## src/rtl/gcn_pkg.sv

```systemverilog
`default_nettype none
// +----------------------------------------------------------------------+
// | gcn_pkg : shared FSM state type and default sizes for the GCN argmax  |
// | Revision: 1.0                                                         |
// +----------------------------------------------------------------------+
package gcn_pkg;

  localparam int ROWS              = 6;
  localparam int COLS              = 3;
  localparam int DATA_WIDTH        = 16;
  localparam int MAX_ADDRESS_WIDTH = 2;

  typedef enum logic [1:0] {
    IDLE  = 2'd0,
    ISSUE = 2'd1,
    DRAIN = 2'd2,
    DONE  = 2'd3
  } state_t;

endpackage
`default_nettype wire

```

## src/rtl/gcn_argmax_ctrl_argmax_row.sv

```systemverilog
`default_nettype none
// +----------------------------------------------------------------------+
// | argmax_row : combinational argmax over one row, lowest index on ties  |
// | Revision: 1.0                                                         |
// +----------------------------------------------------------------------+
module argmax_row
  import gcn_pkg::*;
#(
  parameter int COLS              = gcn_pkg::COLS,
  parameter int DATA_WIDTH        = gcn_pkg::DATA_WIDTH,
  parameter int MAX_ADDRESS_WIDTH = gcn_pkg::MAX_ADDRESS_WIDTH
) (
  input  logic [DATA_WIDTH-1:0]        values [0:COLS-1],
  output logic [MAX_ADDRESS_WIDTH-1:0] index
);

  logic [DATA_WIDTH-1:0] best;

  // Strict greater-than keeps the earliest column on equal values.
  always_comb begin
    best  = values[0];
    index = '0;
    for (int i = 1; i < COLS; i++) begin
      if (values[i] > best) begin
        best  = values[i];
        index = MAX_ADDRESS_WIDTH'(i);
      end
    end
  end

endmodule
`default_nettype wire

```

## src/rtl/gcn_argmax_ctrl.sv

```systemverilog
`default_nettype none
// +----------------------------------------------------------------------+
// | gcn_argmax_ctrl : walks the result buffer and records per-row argmax  |
// | Revision: 1.0                                                         |
// +----------------------------------------------------------------------+
module gcn_argmax_ctrl
  import gcn_pkg::*;
#(
  parameter int ROWS              = gcn_pkg::ROWS,
  parameter int COLS              = gcn_pkg::COLS,
  parameter int DATA_WIDTH        = gcn_pkg::DATA_WIDTH,
  parameter int MAX_ADDRESS_WIDTH = gcn_pkg::MAX_ADDRESS_WIDTH,
  parameter int ROW_ADDR_WIDTH    = 3,
  parameter int RD_LATENCY        = 1
) (
  input  logic                         clk,
  input  logic                         rst,
  input  logic                         start,
  output logic                         rd_en,
  output logic [ROW_ADDR_WIDTH-1:0]    rd_addr,
  input  logic [DATA_WIDTH-1:0]        rd_data [0:COLS-1],
  output logic [MAX_ADDRESS_WIDTH-1:0] max_addi_answer [0:ROWS-1],
  output logic                         busy,
  output logic                         done
);

  localparam int RET_WIDTH = $clog2(ROWS + 1);
  localparam logic [ROW_ADDR_WIDTH-1:0] LAST_ROW = ROW_ADDR_WIDTH'(ROWS - 1);
  localparam logic [RET_WIDTH-1:0]      LAST_RET = RET_WIDTH'(ROWS - 1);

  state_t                         state, state_nxt;
  logic [ROW_ADDR_WIDTH-1:0]      issue_cnt;
  logic [RET_WIDTH-1:0]           retire_cnt;
  logic [RD_LATENCY-1:0]          pipe_vld;
  logic [ROW_ADDR_WIDTH-1:0]      pipe_row [RD_LATENCY];
  logic [MAX_ADDRESS_WIDTH-1:0]   row_idx;
  logic                           retire;
  logic                           last_retire;

  assign rd_addr     = issue_cnt;
  assign retire      = pipe_vld[RD_LATENCY-1];
  assign last_retire = retire && (retire_cnt == LAST_RET);

  argmax_row #(
    .COLS              (COLS),
    .DATA_WIDTH        (DATA_WIDTH),
    .MAX_ADDRESS_WIDTH (MAX_ADDRESS_WIDTH)
  ) u_argmax_row (
    .values (rd_data),
    .index  (row_idx)
  );

  always_comb begin
    state_nxt = state;
    rd_en     = 1'b0;
    busy      = 1'b0;
    done      = 1'b0;
    case (state)
      IDLE: begin
        if (start) state_nxt = ISSUE;
      end
      ISSUE: begin
        rd_en = 1'b1;
        busy  = 1'b1;
        if (issue_cnt == LAST_ROW) state_nxt = DRAIN;
      end
      DRAIN: begin
        busy = 1'b1;
        if (last_retire) state_nxt = DONE;
      end
      DONE: begin
        busy      = 1'b1;
        done      = 1'b1;
        state_nxt = IDLE;
      end
      default: state_nxt = IDLE;
    endcase
  end

  always_ff @(posedge clk) begin
    if (rst) begin
      state      <= IDLE;
      issue_cnt  <= '0;
      retire_cnt <= '0;
      pipe_vld   <= '0;
      for (int i = 0; i < RD_LATENCY; i++) pipe_row[i] <= '0;
      for (int r = 0; r < ROWS; r++) max_addi_answer[r] <= '0;
    end else begin
      state       <= state_nxt;
      pipe_vld[0] <= rd_en;
      pipe_row[0] <= issue_cnt;
      for (int i = 1; i < RD_LATENCY; i++) begin
        pipe_vld[i] <= pipe_vld[i-1];
        pipe_row[i] <= pipe_row[i-1];
      end
      if (state == IDLE && start) begin
        issue_cnt  <= '0;
        retire_cnt <= '0;
        for (int r = 0; r < ROWS; r++) max_addi_answer[r] <= '0;
      end
      // Saturates on the last row so rd_addr keeps it after the issue phase.
      if (state == ISSUE && issue_cnt != LAST_ROW) issue_cnt <= issue_cnt + 1'b1;
      if (retire) begin
        retire_cnt                                <= retire_cnt + 1'b1;
        max_addi_answer[pipe_row[RD_LATENCY-1]]   <= row_idx;
      end
    end
  end

endmodule
`default_nettype wire

```

## config.mk

```make
export PLATFORM = sky130hd
export DESIGN_NAME = gcn_argmax_ctrl
export DESIGN_NICKNAME = d
export VERILOG_FILES = /design/src/rtl/gcn_pkg.sv /design/src/rtl/gcn_argmax_ctrl_argmax_row.sv /design/src/rtl/gcn_argmax_ctrl.sv
export SDC_FILE = /design/constraint.sdc
export NUM_CORES = 1
export LEC_CHECK = 0
export CAP_MARGIN = 20
export CELL_PAD_IN_SITES_DETAIL_PLACEMENT = 1
export CELL_PAD_IN_SITES_GLOBAL_PLACEMENT = 1
export CORE_UTILIZATION = 30
export DETAILED_ROUTE_END_ITERATION = 8
export GPL_ROUTABILITY_DRIVEN = 0
export MAX_ROUTING_LAYER = met4
export PLACE_DENSITY_LB_ADDON = 0.1
export SETUP_SLACK_MARGIN = 0.1
export SLEW_MARGIN = 0
export SYNTH_ARGS = -nofsm -noshare
export SYNTH_HDL_FRONTEND = slang
export SYNTH_SLANG_ARGS = --single-unit
```

## constraint.sdc

```tcl
create_clock -name clk -period 3.5 [get_ports clk]
set_clock_uncertainty 0.05 [all_clocks]
set_input_delay 0.7 -clock clk [delete_from_list [all_inputs] [get_ports clk]]
set_output_delay 0.7 -clock clk [all_outputs]
set_load 0.02 [all_outputs]
```

# ---- After elaboration in Yosys (flattened, before gate mapping)
# Memories as Yosys holds them, arrays and structs flattened.
# Cells that the tools add are included.
dict set report totals {
  n_memories 1
  mem_bits_rw 3
  reg_bits 21
  word_cells 61
}
# name words word_bits read_ports rd_clocked_by_memory_dff write_ports line
set mem_list {}
lappend mem_list {pipe_row 1 3 1 0 1 gcn_argmax_ctrl.sv:35} ;# logic [ROW_ADDR_WIDTH-1:0] pipe_row [RD_LATENCY];
dict set report classes {
  mux 24
  n_addsub 2
  order_cmp 4
  n_eq_ne 9
  bitwise_logic 1
  n_reduce_logical 10
}
# cell n
set ops {}
lappend ops {{$mux 12} 3}
lappend ops {{$gt 16x16->1} 2}
lappend ops {{$mux 16} 1}
lappend ops {{$bwmux 12} 1}
lappend ops {{$mux 3} 4}
lappend ops {{$mux 2} 5}
lappend ops {{$mux 1} 8}
lappend ops {{$pmux 2 s4} 1}
lappend ops {{$add 3x1->3 const B} 2}
lappend ops {{$demux 2 s3} 1}
lappend ops {{$eq 3x3->1 const B} 2}
lappend ops {{$ne 2x2->1 const B} 3}
lappend ops {{$reduce_or 3->1} 2}
lappend ops {{$eq 2x2->1 const B} 2}
lappend ops {{$ge 4x4->1 const B} 1}
lappend ops {{$logic_and 1x1->1} 4}
lappend ops {{$lt 4x1->1 const B} 1}
lappend ops {{$not 3->4} 1}
lappend ops {{$reduce_bool 2->1} 2}
lappend ops {{$ne 3x3->1 const B} 1}
lappend ops {{$reduce_and 3->1} 1}
lappend ops {{$eq 2x1->1 const B} 1}
lappend ops {{$logic_not 2->1} 1}

# ---- Logic depth before layout (Yosys ltp)
# Gate-level depths: netlist of run 1.
# An unclocked memory read counts as a cell.
dict set report depth {
  ltp_word 8
  ltp_mapped 17
  mapped_depth_nobuf 15
}

# ---- Cells and area by module
# From an unflattened synthesis of run 1, not the netlist that was laid out.
dict set report hier_totals {
  cells_unflattened 318
  hier_area_um2 2526.2
}
# mod seq_area_each_um2 cells_per_inst area_per_inst_um2 n_inst
set by_module_without_submodules {}
lappend by_module_without_submodules {argmax_row 0.0 190 1357.6 1}
lappend by_module_without_submodules {gcn_argmax_ctrl 480.5 128 1168.6 1}

# ---- Worst setup path after synthesis of run 1
# OpenSTA, ideal clock, no wires.
dict set report synth_timing {
  kind {in2reg}
  from {input rd_data[47] (netlist bit)}
  to {register max_addi_answer[10] (netlist bit)}
  path_stages 16
  path_slack_ps 31
  n_path_buf 2
  required_time_ps 3333
  t_arrival_ps 3302
  cell_sequence {inv_1 > ha_1 > nand4_1 > nor3_1 > a21oi_1 > a21oi_4 > buf_6 > mux2i_1 > ha_1 > nand4_1 > nor2_2 > nand4_1 > o2111ai_1 > o21ai_1 > buf_6 > a32o_1}
}
dict set report synth_via {
  elab_chain_len 6
  elab_cells_between_ends 7
  classes_between {order compare (2); mux (5)}
}
# element line
set synth_rtl {}
lappend synth_rtl {{from (decl)} gcn_argmax_ctrl.sv:21} ;# input logic [DATA_WIDTH-1:0] rd_data [0:COLS-1],
lappend synth_rtl {{$gt 16x16->1} gcn_argmax_ctrl_argmax_row.sv:24} ;# if (values[i] > best) begin
lappend synth_rtl {{$mux 16} gcn_argmax_ctrl_argmax_row.sv:24}
lappend synth_rtl {{$gt 16x16->1} gcn_argmax_ctrl_argmax_row.sv:24}
lappend synth_rtl {{$mux 2 *} gcn_argmax_ctrl_argmax_row.sv:24}
lappend synth_rtl {{$bwmux 12 *} gcn_argmax_ctrl.sv:105} ;# max_addi_answer[pipe_row[RD_LATENCY-1]] <= row_idx;
lappend synth_rtl {{$mux 12 *} gcn_argmax_ctrl.sv:103} ;# if (retire) begin
lappend synth_rtl {{to (signal, indexed assignment)} gcn_argmax_ctrl.sv:105}
lappend synth_rtl {{to (decl)} gcn_argmax_ctrl.sv:22} ;# output logic [MAX_ADDRESS_WIDTH-1:0] max_addi_answer [0:ROWS-1],
# Every way passes the cells marked *; elsewhere a longest branch is shown, timed or not.
# A chain may end at the register's enable or synchronous reset.

# ---- Worst setup path after layout of run 1
dict set report layout_timing {
  from {input rd_data[30] (netlist bit)}
  to {register max_addi_answer[11] (netlist bit)}
}
dict set report layout_via {
  elab_chain_len 6
}
# element line
set layout_rtl {}
lappend layout_rtl {{$gt 16x16->1} gcn_argmax_ctrl_argmax_row.sv:24}
lappend layout_rtl {{$mux 16 *} gcn_argmax_ctrl_argmax_row.sv:24}
lappend layout_rtl {{$gt 16x16->1 *} gcn_argmax_ctrl_argmax_row.sv:24}
lappend layout_rtl {{$mux 2 *} gcn_argmax_ctrl_argmax_row.sv:24}
lappend layout_rtl {{$bwmux 12 *} gcn_argmax_ctrl.sv:105}
lappend layout_rtl {{$mux 12 *} gcn_argmax_ctrl.sv:103}
# Marks and branches as above.

==> impl_metrics.tcl, run 1 <==
set metrics [dict create \
    synth-seq-cells 24 \
    end_kind "register" \
    syn_inst 239 \
    initial_core_util 0.3184 \
    postLayoutCoreUtil 0.5094 \
    worst_ep_arrival_time_ns 3.65 \
    criticalPathCategory "in2reg" \
    overflow_left_after_global_routing 0 \
    timing.critical_path.slowest_stage_cell "ha_1" \
    fmax_mhz 282.0 \
    fin_total_pwr_mw 1.170 \
    p_clk_frac 0.210 \
    synth_area_leader "ha_1" \
    worst_path_largest_cell_delay_ns 0.27 \
    syn_avg_cell_area_um2 8.701 \
    grt.met2_usage 0.3167 \
    rrSetupSlack_ns 1.75 \
    drc 0 \
    startpoint_type "input port" \
    post_synthesis_net_count 331 \
    synth_area_mm2 0.002079 \
    clkLatencyLatePin_ns 0.27 \
    hold_violations 0 \
    ctsRootBufferMaster "clkbuf_8" \
    buffer_ports.inserted 68 \
    synth-seq-area-share 0.2310 \
    tritoncts.num_buffers 3 \
    finalWirelength_um 5945 \
    routed_via_density 5.047 \
    first_global_vias 2159 \
    grt_first_pass_wirelength_um 10110 \
    power.share.switching 0.3665 \
    cts_buffer_depth 2 \
    place.detailed.instances 389 \
    rsz0062_at_grt "true" \
    clock_tree_from_tritoncts "done" \
    max-vdd-ir-drop_v 0.0002932 \
    worstMarginPinSlew_ns 0.5865 \
    hold-path-cell-count 1 \
    static-leakage-power_nw 1.418 \
    run_status "complete, but fails checks" \
    dr.pass1.iters 4 \
    grt_antenna_before_repair 0 \
    cells_along_the_critical_path "buf_6 -> ha_4 -> nand4_1 -> buf_4 -> a21oi_1 -> a21oi_2 -> a21oi_4 -> buf_12 -> mux2i_1 -> ha_1 -> a211oi_1 -> o22ai_1 -> a21oi_1 -> o2111ai_2 -> o21ai_4 -> clkbuf_16 -> o31ai_4" \
    drive_above_1_share 0.3354 \
    use_met3 0.02626 \
    grt_max_degree 26 \
    holdCritStartpoint "max_addi_answer[4]" \
    core_area_mm2 0.006531 \
    critical_path_peak_fanout 7 \
    yosysWarningCount 0 \
    critical_path.most_common_cell "a21oi_1" \
    timing.critical_path.required_ns 3.60 \
    period_share 1.013 \
    die_area_mm2 0.007268 \
    critical_path.top_delay_family "compound AO/OA/AOI/OAI gates" \
    max_slew_margin 0.6090 \
    worst_hold_path.endpoint "max_addi_answer[4]" \
    synth_cell_types 37 \
    final-setup-viol-count 10 \
    worst-r2r-cell-count 6 \
    switching_power_mw 0.4289 \
    grt_util_met1 0.2239 \
    route.antenna.remaining_nets 0 \
    fin_tns_setup_ns -0.3175 \
    r2r-end "max_addi_answer[5]" \
    dp_hpwl_um 4577 \
    power-per-cell-area_mw_per_mm2 351.7 \
    wl_per_cell_um 14.68 \
    die_height_um 85.26 \
    total_buffers_and_inverters_traversed_by_the_critical_path 4 \
    worstReg2RegStart "state[0]" \
    p_int_mw 0.7412 \
    busiest_layer "met2" \
    clk_transition_reported_paths_ns 0.09 \
    worst_hold_path_type "reg2reg" \
    violations "negative setup slack" \
    drt_iter0_markers 24 \
    area_delta_synth_final_pct 59.99 \
    routed-via-count 2044 \
    num_rows 29 \
    ctsHoldBuffers 0 \
    die_w_um 85.26 \
    track_usage 0.1779 \
    combinationalPowerShare 0.505 \
    synth.top_cell.area_share 0.2467 \
    diodes 0 \
    io_pins 69 \
    sequential_share_of_power 0.284 \
    cts-htree-levels 1 \
    stdcell_count 405 \
    layout_min_cycle_time_ns 3.546 \
    finalWorstSetupSlack_ns -0.04606 \
    drv_cap 0 \
    finish.net_count 421 \
    final_max_slew_viol_count 0 \
    synthTopCellsByArea "ha_1, dfxtp_1, mux2i_1" \
    cts.sinks 24 \
]
[worst max path at each step]
stage / start / endpoint / slack (ns) / depth (start not counted)
after floorplan: rd_data[37] / max_addi_answer[10] / 0.11 / 16
after global placement: rd_data[46] / max_addi_answer[6] / -0.64 / 16
after detailed placement: rd_data[37] / max_addi_answer[6] / -0.76 / 17
after CTS: rd_data[46] / max_addi_answer[6] / -0.01 / 17
after global routing: rd_data[39] / max_addi_answer[6] / -0.22 / 17
final: rd_data[30] / max_addi_answer[11] / -0.05 / 17
[registers in the layout, summed over array words and instances (netlist names)]
signal,cells
rd_addr,3
max_addi_answer,12
state,2
pipe_row,3
pipe_vld,1
retire_cnt,3
[routing by layer]
| metal | routed length, um | vias up |
|---|---|---|
| met3 | 206 | 2 |
| met2 | 2951 | 46 |
| met5 | 0 | - |
| li1 | - | 1039 |
| met1 | 2768 | 957 |
| met4 | 19 | 0 |
[timing repair]
action / in CTS / in global routing
setup endpoints to repair: 12 / 12
gates resized for setup: 177 / 18
pin swaps: 37 / 22
buffers inserted: 7 / 4
gates cloned: 1 / 0
[cell families after synthesis]
family	after synthesis	synth area share
compound gates	50	0.1787
fa+ha+maj	41	0.2467
buf+inv	32	0.07220
flops	24	0.2310
mux	20	0.09807
simple gates	72	0.1733
[placed cells by master, fill, tap and decap left out, drive strengths merged, types with 2 or more instances in the layout]
| master | netlist | layout |
|---|---|---|
| and3 | 2 | 2 |
| mux2i | 17 | 17 |
| a21o | 2 | 2 |
| and2 | 2 | 2 |
| nand4 | 8 | 8 |
| mux2 | 3 | 3 |
| nand2b | 2 | 2 |
| nor3 | 3 | 3 |
| a32o | 4 | 4 |
| o21ai | 7 | 7 |
| inv | 25 | 25 |
| dfxtp | 24 | 24 |
| clkdlybuf4s15 | 0 | 2 |
| clkbuf | 3 | 4 |
| clkdlybuf4s50 | 0 | 36 |
| nand2 | 17 | 17 |
| nor2 | 19 | 19 |
| a21oi | 22 | 22 |
| nand3 | 9 | 9 |
| nand3b | 2 | 2 |
| nor2b | 5 | 5 |
| a31o | 2 | 2 |
| buf | 4 | 53 |
| ha | 41 | 41 |
| o31ai | 6 | 6 |
[stage by stage]
| stage | hold slack (ns) | setup WS [ns] | area (um^2) |
|---|---|---|---|
| global placement | 0.4007 | -0.6430 | 2928 |
| detailed placement | 0.4075 | -0.7576 | 2928 |
| CTS | 0.4272 | -0.01334 | 3249 |
| global route | 0.4604 | -0.2209 | 3327 |
| floorplan | 0.4076 | 0.1091 | 2092 |
| finish | 0.4326 | -0.04606 | 3327 |
[synthesized netlist by cell type]
master     number
a32o_1          4
mux2_2          2
o21a_4          1
or2_2           1
nand4_1         8
nand3_1         9
nor2_1         18
mux2i_1        17
buf_6           4
ha_1           41
mux2_1          1
a221oi_2        1
a21oi_4         1
o31ai_2         6
a32oi_1         1
a21oi_1        21
o21ai_1         1
nand2b_1        2
inv_1          25
o2111ai_1       1
nor2b_1         5
and3_1          2
nand2_1        17
clkbuf_1        3
nand3b_1        2
o22ai_1         1
a21o_1          2
nor4_2          1
dfxtp_1        24
a31oi_1         1
and2b_4         1
a211oi_1        1
nor3_1          3
and2_1          2
o21ai_0         6
a31o_1          2
nor2_2          1
[cell type report]
| type | count | area [um^2] |
|---|---|---|
| Timing Repair Buffer | 92 | 844.6 |
| Clock inverter | 1 | 30.03 |
| Clock buffer | 3 | 41.29 |
| Fill cell | 747 | 3204 |
| Tap cell | 77 | 96.34 |
| Inverter | 25 | 96.34 |
| Multi-Input combinational cell | 183 | 1738 |
| Sequential cell | 24 | 480.5 |
[power by group through the flow]
stage | Clock [mW] | Sequential, mW | Combinational [mW]
after global routing | 0.267 | 0.338 | 0.656
after floorplan | 0 | 0.336 | 0.324
after detailed placement | 0 | 0.340 | 0.531
final | 0.246 | 0.332 | 0.591
after CTS | 0.256 | 0.333 | 0.585
after global placement | 0 | 0.338 | 0.518
No activity file was read; power rests on OpenSTA's default activity.
==> inputs of run 2 (changes only) <==
- CORE_ASPECT_RATIO: unset -> 0.75
==> run 2 against run 1 <==
Against the previous run: total power is 2.6% lower; the run ends with design-rule violations, negative setup slack left; setup slack worse by 0.068 ns; global-route usage grew 0.93 points; combinational power is 9.0% higher; largest cell class unchanged.
==> impl_metrics.tcl, run 2 (synthesis gave the netlist of run 1 again) <==
set metrics [dict create \
    ctsHoldBuffers 0 \
    drt_iter0_markers 35 \
    mostFrequentLayoutCells "clkdlybuf4s50_1, ha_1, dfxtp_1" \
    violations "design-rule violations, negative setup slack" \
    most_flop_heavy_register "max_addi_answer" \
    wl_per_cell_um 15.79 \
    use_met3 0.03383 \
    tritoncts.num_buffers 3 \
    grt_antenna_before_repair 0 \
    max-vdd-ir-drop_v 0.0002589 \
    timing.critical_path.required_ns 3.61 \
    end_kind "register" \
    holdCritStartpoint "max_addi_answer[9]" \
    fin_total_pwr_mw 1.139 \
    busiest_layer "met2" \
    startpoint_type "input port" \
    grt_first_pass_wirelength_um 10430 \
    period_share 1.033 \
    grt_util_met1 0.2598 \
    die_w_um 98.14 \
    layout_min_cycle_time_ns 3.615 \
    critical_path_peak_fanout 6 \
    clock_tree_from_tritoncts "done" \
    fin_hold_ws_ns 0.4187 \
    drv_cap 0 \
    rsz0062_at_grt "true" \
    criticalPathCategory "in2reg" \
    hold_violations 0 \
    worst_hold_path_type "reg2reg" \
    max_slew_margin 0.6444 \
    critical_path.startpoint "rd_data[42]" \
    cts-htree-levels 1 \
    static-leakage-power_nw 1.455 \
    finalWirelength_um 6522 \
    worstMarginPinSlew_ns 0.5334 \
    fmax_mhz 276.7 \
    first_global_vias 2154 \
    dr.pass1.iters 8 \
    grt.met2_usage 0.2981 \
    clkLatencyLatePin_ns 0.26 \
    diodes 0 \
    finish.net_count 426 \
    num_rows 25 \
    die_height_um 74.10 \
    routed-via-count 2037 \
    finalWorstSetupSlack_ns -0.1145 \
    ctsRootBufferMaster "clkbuf_8" \
    dp_hpwl_um 4817 \
    largest_register_ff_count 12 \
    power-per-cell-area_mw_per_mm2 332.3 \
    track_usage 0.1871 \
    core_area_mm2 0.006506 \
    worstReg2RegStart "state[0]" \
    final_common_cell "clkdlybuf4s50_1" \
    cts.sinks 24 \
    stdcell_count 413 \
    initial_core_util 0.3196 \
    drc 1 \
    cts_buffer_depth 2 \
    final_max_slew_viol_count 0 \
    clk_transition_reported_paths_ns 0.08 \
    drive_above_1_share 0.3524 \
    worst_ep_arrival_time_ns 3.72 \
    fin_area_mm2 0.003428 \
    run_status "complete, but fails checks" \
    final-setup-viol-count 12 \
    die_area_mm2 0.007272 \
    place_area_mm2 0.002948 \
    area_delta_synth_final_pct 64.86 \
    routed_via_density 4.932 \
    route.antenna.remaining_nets 0 \
    grt_max_degree 26 \
    place.detailed.instances 395 \
    io_pins 69 \
    overflow_left_after_global_routing 0 \
    buffer_ports.inserted 68 \
]
[run 2: cell count changes in the layout (fill, tap and decap cells not counted), moves of 2 or more]
cell,change
a21oi_1,-7
a21oi_2,+6
buf_4,-5
buf_6,+3
dlygate4sd2_1,+6
inv_1,+4
inv_2,-4
mux2i_1,-3
mux2i_2,+3
nand2_1,-2
nand2_2,+2
o31ai_2,+3
o31ai_4,-3
[run 2: power breakdown]
group          total, mW  switching [mW]  internal [mW]
clock              0.162          0.0846         0.0769
sequential         0.334          0.0333          0.300
combinational      0.644           0.322          0.322
[run 2: worst max-delay path: stages]
cell and delay (ns):
buf_2 0.10, inv_2 0.04, ha_4 0.26, nand4_1 0.09, buf_6 0.15, nor3_4 0.17, a21oi_2 0.10, a21oi_4 0.27
buf_12 0.17, buf_4 0.10, buf_4 0.10, mux2i_1 0.08, ha_1 0.35, nand2_1 0.10, o21a_4 0.21, o2111ai_4 0.22
o21ai_4 0.12, buf_12 0.15, a32o_1 0.22
[run 2: per-stage QoR]
| stage | TNS [ns] | utilization | setup WS [ns] |
|---|---|---|---|
| after CTS | -0.1430 | 0.4965 | -0.04615 |
| after global routing | -2.443 | 0.5269 | -0.2183 |
| after floorplan | 0 | - | 0.1091 |
| final | -1.151 | 0.5269 | -0.1145 |
| after detailed placement | -9.064 | 0.4531 | -0.8030 |
| after global placement | -8.523 | 0.4531 | -0.7407 |
[run 2: what timing repair did]
action,4_1_cts,5_1_grt
setup endpoints to repair,12,12
gates cloned,2,0
gates resized for setup,152,32
pin swaps,25,26
setup buffers,9,4
[run 2: routing by layer]
layer / up-vias / part of all wire / routed length [um]
met5: - / 0 / 0
met4: 0 / 0 / 0
met3: 0 / 0.029 / 192
met2: 34 / 0.44 / 2875
met1: 962 / 0.53 / 3454
li1: 1041 / - / -
[run 2: path summary, 6_finish.rpt]
check / to / slack [ns] / cells past startpoint
worst max-delay path: max_addi_answer[10] / -0.11 / 19
worst min-delay path: max_addi_answer[9] / 0.42 / 2
worst max register to register: max_addi_answer[7] / 1.78 / 6
worst min register to register: max_addi_answer[9] / 0.42 / 2
[run 2: layout make-up]
class                           instances  area [um^2]
Sequential cell                        24        480.5
Fill cell                             747         3078
Tap cell                               81        101.3
Multi-Input combinational cell        183         1783
Clock buffer                            3        41.29
Timing Repair Buffer                   97        925.9
Inverter                               25        96.34
==> inputs of run 3 (changes only) <==
- CORE_ASPECT_RATIO: 0.75 -> unset
- GPL_TIMING_DRIVEN: unset -> 0
==> run 3 against run 2 <==
Against the previous run: routed wire length shrank 11%; the flow finishes with violations (negative setup slack); critical path type unchanged; design area down 3.4%; highest routed layer is now met4; largest cell class unchanged; non-clock buffer count down 4; first-iteration DRC count is 5.7% lower; flip-flop and latch count did not move; total power increased by 2.6%; setup slack improved by 0.044 ns; sequential share of layout area grew 0.50 points; critical path depth shrank 1.
==> impl_metrics.tcl, run 3 (synthesis gave the netlist of run 1 again) <==
set metrics [dict create \
    run_status "complete, but fails checks" \
    violations "negative setup slack" \
    mostFrequentLayoutCells "clkdlybuf4s50_1, ha_1, dfxtp_1" \
    timing.critical_path.required_ns 3.62 \
    layout_min_cycle_time_ns 3.570 \
    routed_via_density 5.052 \
    place_area_mm2 0.002859 \
    core_area_mm2 0.006531 \
    dr.pass1.iters 4 \
    worst_path_largest_cell_delay_ns 0.31 \
    initial_core_util 0.3184 \
    startpoint_type "input port" \
    cells_along_the_critical_path "buf_8 -> inv_4 -> ha_4 -> nand4_1 -> buf_4 -> nor4_4 -> a21oi_4 -> buf_8 -> buf_4 -> mux2i_1 -> ha_1 -> nand2_2 -> nor2_4 -> nand4_1 -> o2111ai_2 -> o21ai_2 -> buf_6 -> a32o_1" \
    finalWirelength_um 5785 \
    most_flop_heavy_register "max_addi_answer" \
    die_w_um 85.26 \
    cts.sinks 24 \
    max-vdd-ir-drop_v 0.0002342 \
    io_pins 69 \
    area_delta_synth_final_pct 59.21 \
    cts-htree-levels 1 \
    grt_max_degree 15 \
    overflow_left_after_global_routing 0 \
    worstMarginPinSlew_ns 0.7180 \
    drc 0 \
    tritoncts.num_buffers 3 \
    criticalPathCategory "in2reg" \
    wl_per_cell_um 14.25 \
    ctsHoldBuffers 0 \
    dp_hpwl_um 4409 \
    grt_antenna_before_repair 0 \
    buffer_ports.inserted 67 \
    first_global_vias 2157 \
    max_slew_margin 0.5213 \
    die_height_um 85.26 \
    num_rows 29 \
    worst_ep_arrival_time_ns 3.69 \
    diodes 0 \
    ctsRootBufferMaster "clkbuf_8" \
    clock_tree_from_tritoncts "done" \
    cts_buffer_depth 2 \
    final-setup-viol-count 10 \
    fmax_mhz 280.1 \
    routed-via-count 2051 \
    worst_hold_path_type "reg2reg" \
    largest_register_ff_count 12 \
    drive_above_1_share 0.3283 \
    timing.critical_path.slowest_stage_cell "nor4_4" \
    power-per-cell-area_mw_per_mm2 353.2 \
    final_max_slew_viol_count 0 \
    fin_area_mm2 0.003311 \
    finalWorstSetupSlack_ns -0.07004 \
    end_kind "register" \
    final_common_cell "clkdlybuf4s50_1" \
    die_area_mm2 0.007268 \
    placement.setup.worst_slack_ns -0.8650 \
    static-leakage-power_nw 1.397 \
    period_share 1.020 \
    clk_transition_reported_paths_ns 0.09 \
    drt_iter0_markers 33 \
    rsz0062_at_grt "true" \
    route.antenna.remaining_nets 0 \
    hold_violations 0 \
    track_usage 0.1782 \
    grt_first_pass_wirelength_um 10040 \
    finish.net_count 422 \
    drv_cap 0 \
    clkLatencyLatePin_ns 0.28 \
    critical_path_peak_fanout 8 \
]
## run 3: cell types whose count changed in the layout (fill, tap and decap cells not counted), sizes merged
cell / delta
clkbuf: +2
clkdlybuf4s50: -1
buf: -9
bufinv: +1
dlygate4sd2: +2
clkdlybuf4s15: +2
## run 3: repair_timing
item / 4_1_cts / 5_1_grt
setup endpoints to repair: 12 / 12
gates cloned: 1 / 0
gates resized for setup: 156 / 10
setup buffers: 16 / 2
pin swaps: 33 / 16
## run 3: cell type report
type                    instances  area [um^2]
fillers                       744         3221
flip-flops and latches         24        480.5
plain buffers                   7        60.06
clock buffers                   3        41.29
multi-input cells             183         1730
inverters                      25        98.84
well taps                      77        96.34
clock inverters                 1        30.03
repair buffers                 86        773.2
## run 3: power by group
part           total [mW]  internal [mW]  switching, mW
logic               0.590          0.285          0.306
clock network       0.253          0.153         0.0993
registers           0.326          0.300         0.0261
## run 3: routing by layer
layer	wire [um]	track usage
met1	2661	0.2153
met2	2889	0.3174
met3	172	0.02626
met4	61	0.03182
met5	0	-
## run 3: worst paths after layout
path                            slack [ns]          startpoint  depth (start not counted)                  end
worst max-delay path                 -0.07         rd_data[46]                         18  max_addi_answer[10]
worst min-delay path                  0.43  max_addi_answer[4]                          1   max_addi_answer[4]
worst max register to register        1.80            state[0]                          6   max_addi_answer[5]
worst min register to register        0.43  max_addi_answer[4]                          1   max_addi_answer[4]
## run 3: critical path: cells and delay by family
kind	cells	cell delay (ns)
AND/OR/NAND/NOR	5	0.87
buffers and inverters	6	0.76
AO/OA/AOI/OAI	4	0.66
adder cells (fa/ha/maj)	2	0.56
multiplexers	1	0.13
## run 3: stage by stage
step	hold WS, ns	total power [mW]	instances	setup TNS (ns)	util
floorplan	0.4076	0.6605	239	0	-
global placement	0.3942	0.8390	383	-8.835	0.4377
detailed placement	0.4020	0.8541	383	-9.718	0.4377
CTS	0.4245	1.165	404	0	0.4973
global route	0.4535	1.263	406	-2.240	0.5069
finish	0.4339	1.169	406	-0.3083	0.5069
